**src/rtl/wb_grf.sv**
```systemverilog
// Writeback stage and 32x32 general register file with write-to-read bypass.
// Optional macro GRF_DISPLAY_EN prints every committed register write (simulation only).
module wb_grf (
    input  logic        clk,
    input  logic        reset,
    input  logic [31:0] Instr_W,
    input  logic [4:0]  RD_W,
    input  logic [31:0] AO_W,
    input  logic [31:0] DR_W,
    input  logic [31:0] PC_W,
    input  logic [4:0]  A1,
    input  logic [4:0]  A2,
    output logic [31:0] RD1,
    output logic [31:0] RD2,
    output logic [31:0] WD_W
);

    localparam logic [5:0] OP_SPECIAL = 6'b000000;
    localparam logic [5:0] OP_JAL     = 6'b000011;
    localparam logic [5:0] OP_LB      = 6'b100000;
    localparam logic [5:0] OP_LH      = 6'b100001;
    localparam logic [5:0] OP_LW      = 6'b100011;
    localparam logic [5:0] OP_LBU     = 6'b100100;
    localparam logic [5:0] OP_LHU     = 6'b100101;
    localparam logic [5:0] FN_JALR    = 6'b001001;

    logic [5:0]  op;
    logic [5:0]  funct;
    logic [7:0]  byte_sel;
    logic [15:0] half_sel;
    logic [31:0] pc_link;
    logic        we;
    logic [31:0] regs [0:31];

    // Only opcode and funct fields steer the writeback mux.
    logic unused_instr_bits;
    assign unused_instr_bits = ^Instr_W[25:6];

    assign op      = Instr_W[31:26];
    assign funct   = Instr_W[5:0];
    assign pc_link = PC_W + 32'd8;
    assign we      = (RD_W != 5'd0) && !reset;

    always_comb begin
        byte_sel = DR_W[7:0];
        case (AO_W[1:0])
            2'd0: byte_sel = DR_W[7:0];
            2'd1: byte_sel = DR_W[15:8];
            2'd2: byte_sel = DR_W[23:16];
            2'd3: byte_sel = DR_W[31:24];
            default: byte_sel = DR_W[7:0];
        endcase
    end

    // Halfword loads are assumed aligned; AO_W[0] plays no part.
    assign half_sel = AO_W[1] ? DR_W[31:16] : DR_W[15:0];

    always_comb begin
        WD_W = AO_W;
        case (op)
            OP_LW:  WD_W = DR_W;
            OP_LB:  WD_W = {{24{byte_sel[7]}}, byte_sel};
            OP_LBU: WD_W = {24'd0, byte_sel};
            OP_LH:  WD_W = {{16{half_sel[15]}}, half_sel};
            OP_LHU: WD_W = {16'd0, half_sel};
            OP_JAL: WD_W = pc_link;
            OP_SPECIAL: begin
                if (funct == FN_JALR) WD_W = pc_link;
            end
            default: WD_W = AO_W;
        endcase
    end

    // Entry 0 is cleared on reset and never written, so it always holds zero.
    always_ff @(posedge clk) begin
        if (reset) begin
            for (int i = 0; i < 32; i++) regs[i] <= '0;
        end else if (we) begin
            regs[RD_W] <= WD_W;
        end
    end

    always_comb begin
        if (A1 == 5'd0)
            RD1 = '0;
        else if (A1 == RD_W)
            RD1 = WD_W;
        else
            RD1 = regs[A1];
    end

    always_comb begin
        if (A2 == 5'd0)
            RD2 = '0;
        else if (A2 == RD_W)
            RD2 = WD_W;
        else
            RD2 = regs[A2];
    end

`ifdef GRF_DISPLAY_EN
    always @(posedge clk) begin
        if (we) $display("%d@%h: $%d <= %h", $time, PC_W, RD_W, WD_W);
    end
`endif

endmodule

```
**config.mk**
```make
export PLATFORM = sky130hd
export DESIGN_NAME = wb_grf
export DESIGN_NICKNAME = d
export VERILOG_FILES = /design/src/rtl/wb_grf.sv
export SDC_FILE = /design/constraint.sdc
export NUM_CORES = 2
export LEC_CHECK = 0
export ABC_AREA = 1
export CAP_MARGIN = 10
export CELL_PAD_IN_SITES_DETAIL_PLACEMENT = 1
export CELL_PAD_IN_SITES_GLOBAL_PLACEMENT = 1
export CORE_ASPECT_RATIO = 1.2
export CORE_UTILIZATION = 40
export DETAILED_ROUTE_END_ITERATION = 12
export PLACE_DENSITY = 0.8
export SYNTH_ARGS = -nofsm -noshare
export SYNTH_HDL_FRONTEND = slang
export SYNTH_SLANG_ARGS = --single-unit
```
**constraint.sdc**
```tcl
create_clock -name clk -period 4.05 [get_ports clk]
set_input_delay 0.81 -clock clk [delete_from_list [all_inputs] [get_ports clk]]
set_output_delay 0.81 -clock clk [all_outputs]
set_load 0.005 [all_outputs]
```
==> impl_metrics.json <==
{
  "outcome": "finished, violations left",
  "violations": "setup timing",
  "antenna_found_initial": 5,
  "maxCapViolations": 0,
  "most-common-layout-cells": "nand2_1, nand3_1, edfxtp_1",
  "worst_pin_slew_ns": 0.714,
  "hpwl_um": 195000,
  "grt_max_degree": 62,
  "drt_pre_antenna_iters": 8,
  "initial_core_util_pct": 40.5,
  "final_common_cell": "nand2_1",
  "io_buffers": 220,
  "cp.required_ns": 3.24,
  "syn-cell-area_um2": 61300,
  "post-route-util_pct": 49.7,
  "root_buffer": "clkbuf_16",
  "vias_per_cell": 6.11,
  "hold_start": "reset",
  "grt_usage_pct": 37.9,
  "p_leak_nw": 34.6,
  "area_growth_pct": 22.6,
  "die_y_um": 431,
  "critPathCaptureType": "output port",
  "finalPower_w": 0.0287,
  "nets": 8710,
  "row_count": 156,
  "die_area_um2": 155000,
  "drtIter0Drc": 8496,
  "critPathMaxStageDelay_ns": 0.48,
  "wirelength_um": 302000,
  "clk_pin_slew_worst_paths_ns": 0.07,
  "drv_slew": 0,
  "route.detailed.drc": 0,
  "crit_fanout": 16,
  "io-pin-count": 241,
  "period_share_pct": 102,
  "reg_top3": "regs x1024",
  "finalHoldViolations": 0,
  "setup_viol": 7,
  "chipWidth_um": 359,
  "syn_inst": 8164,
  "htreeDepth": 3,
  "grt_pass1_vias": 66600,
  "worstPathCellList": "clkdlybuf4s50_1 -> buf_6 -> inv_1 -> nand2_1 -> nand4_1 -> nor2_2 -> buf_4 -> nand3_1 -> nand2_1 -> nor2_1 -> buf_4 -> clkdlybuf4s50_1",
  "peakVddDrop_mv": 0.380,
  "min_path_cells": 1,
  "synth-seq-cells": 1024,
  "ctsHoldBuffers": 0,
  "slowest_stage": "clkdlybuf4s50_1",
  "grt-ovfl-total": 0,
  "ant_nets": 0,
  "hp-class": "in2reg",
  "via_count": 65000,
  "fillers": 18200,
  "setup_tns_ns": -0.221,
  "worst_slack_ns": -0.0677,
  "p_per_area_nw_per_um2": 382,
  "regArea_um2": 30700,
  "pre_cts_ws_ns": -0.477,
  "cts_tree": "yes",
  "place.gp.congestion": 0.973,
  "grt_setup_unrepaired": "true",
  "cts_buffers": 112,
  "critPathArrivalTime_ns": 3.31,
  "fmax_mhz": 243,
  "maxSlewHeadroom_pct": 52.2,
  "clk_path_buf_depth": 3,
  "post_drt_wl_per_cell_um": 28.4,
  "drive_gt1_share_pct": 12.8,
  "worst_hold_path.endpoint": "regs[0][24]$_SDFFCE_PN0P_",
  "yosys_warnings": 0,
  "coreArea_um2": 151000,
  "largest_register": "regs",
  "synth_cell_type_count": 37,
  "cts_sinks": 1024,
  "ys_seq_area_share_pct": 50.2,
  "startpoint_type": "primary input",
  "multi_input_area_um2": 25500,
  "avgSynthCellArea_um2": 7.50,
  "largest_reg_flops": 1024,
  "grt_pass1_wl_um": 433000,
  "fin_crit_ns": 4.12,
  "holdWs_ns": 0.485,
  "critPathKind": "in2out"
}
[cell type report]
type / count / area share (%)
clock buffers: 138 / 3.86
clock inverters: 66 / 0.899
diodes: 5 / 0.0167
multi-input cells: 5695 / 33.9
inverters: 841 / 4.29
well taps: 1975 / 3.29
flip-flops and latches: 1024 / 40.9
repair buffers: 890 / 12.8
[Yosys cell counts (all sizes together)]
cell type / instances / share of area [%]
nand2: 2645 / 16
nand3: 1731 / 14
edfxtp: 1024 / 50
inv: 807 / 4.9
nor2: 763 / 4.9
clkbuf: 324 / 2.0
buf: 311 / 2.6
o21ai: 215 / 1.8
a21oi: 183 / 1.5
o211ai: 36 / 0.44
clkinv: 34 / 0.21
nand4: 19 / 0.20
or2: 15 / 0.15
a31oi: 12 / 0.12
nor3: 11 / 0.090
xnor2: 8 / 0.11
xor2: 6 / 0.086
and2: 4 / 0.041
o21bai: 4 / 0.049
o22ai: 4 / 0.041
a21o: 2 / 0.024
nor3b: 2 / 0.041
conb: 1 / 0.0061
ha: 1 / 0.020
nand3b: 1 / 0.012
o21a: 1 / 0.012
[cell families after synthesis]
family / synth area share, %
fa+ha+maj: 0.0204
xor+xnor: 0.200
buf+inv: 9.71
other cells: 0.00612
flops: 50.2
simple gates: 35.9
compound gates: 3.95
[worst max-delay path, delay by kind of cell]
kind                   cells  cell delay [ns]
buffers and inverters      6             1.77
AND/OR/NAND/NOR            6             0.71
[metal layers]
layer,track usage (%),share of wire (%)
met2,59.8,45
met5,0,0.0043
met4,30.2,8.7
met3,9.12,12
met1,44.3,35
[repair_timing]
item / in CTS / in global routing
gates cloned: 1 / 5
buffers inserted: 10 / 12
setup endpoints to repair: 85 / 77
resized for setup: 101 / 170
pin swaps: 19 / 28
[where the power goes]
part           internal, W  leakage (nW)  switching, W
sequential          0.0123          9.77      0.000334
combinational      0.00184          23.1       0.00374
clock              0.00578          1.75       0.00470
total               0.0199          34.6       0.00876
[worst max path at each step]
| stage | from | end |
|---|---|---|
| finish | RD_W[4] | RD1[14] |
| global route | RD_W[2] | RD1[30] |
| global placement | PC_W[3] | RD2[14] |
| CTS | Instr_W[3] | RD1[21] |
| floorplan | RD_W[2] | regs[29][0]$_SDFFCE_PN0P_ |
| detailed placement | PC_W[3] | RD2[14] |
[stage by stage]
| stage | instance area, um2 | instances |
|---|---|---|
| after CTS | 74300 | 10600 |
| final | 75100 | 10600 |
| after floorplan | 61400 | 8195 |
| after detailed placement | 70300 | 10400 |
| after global routing | 75100 | 10600 |
| after global placement | 70300 | 10400 |
(Power assumes the default switching activity.)
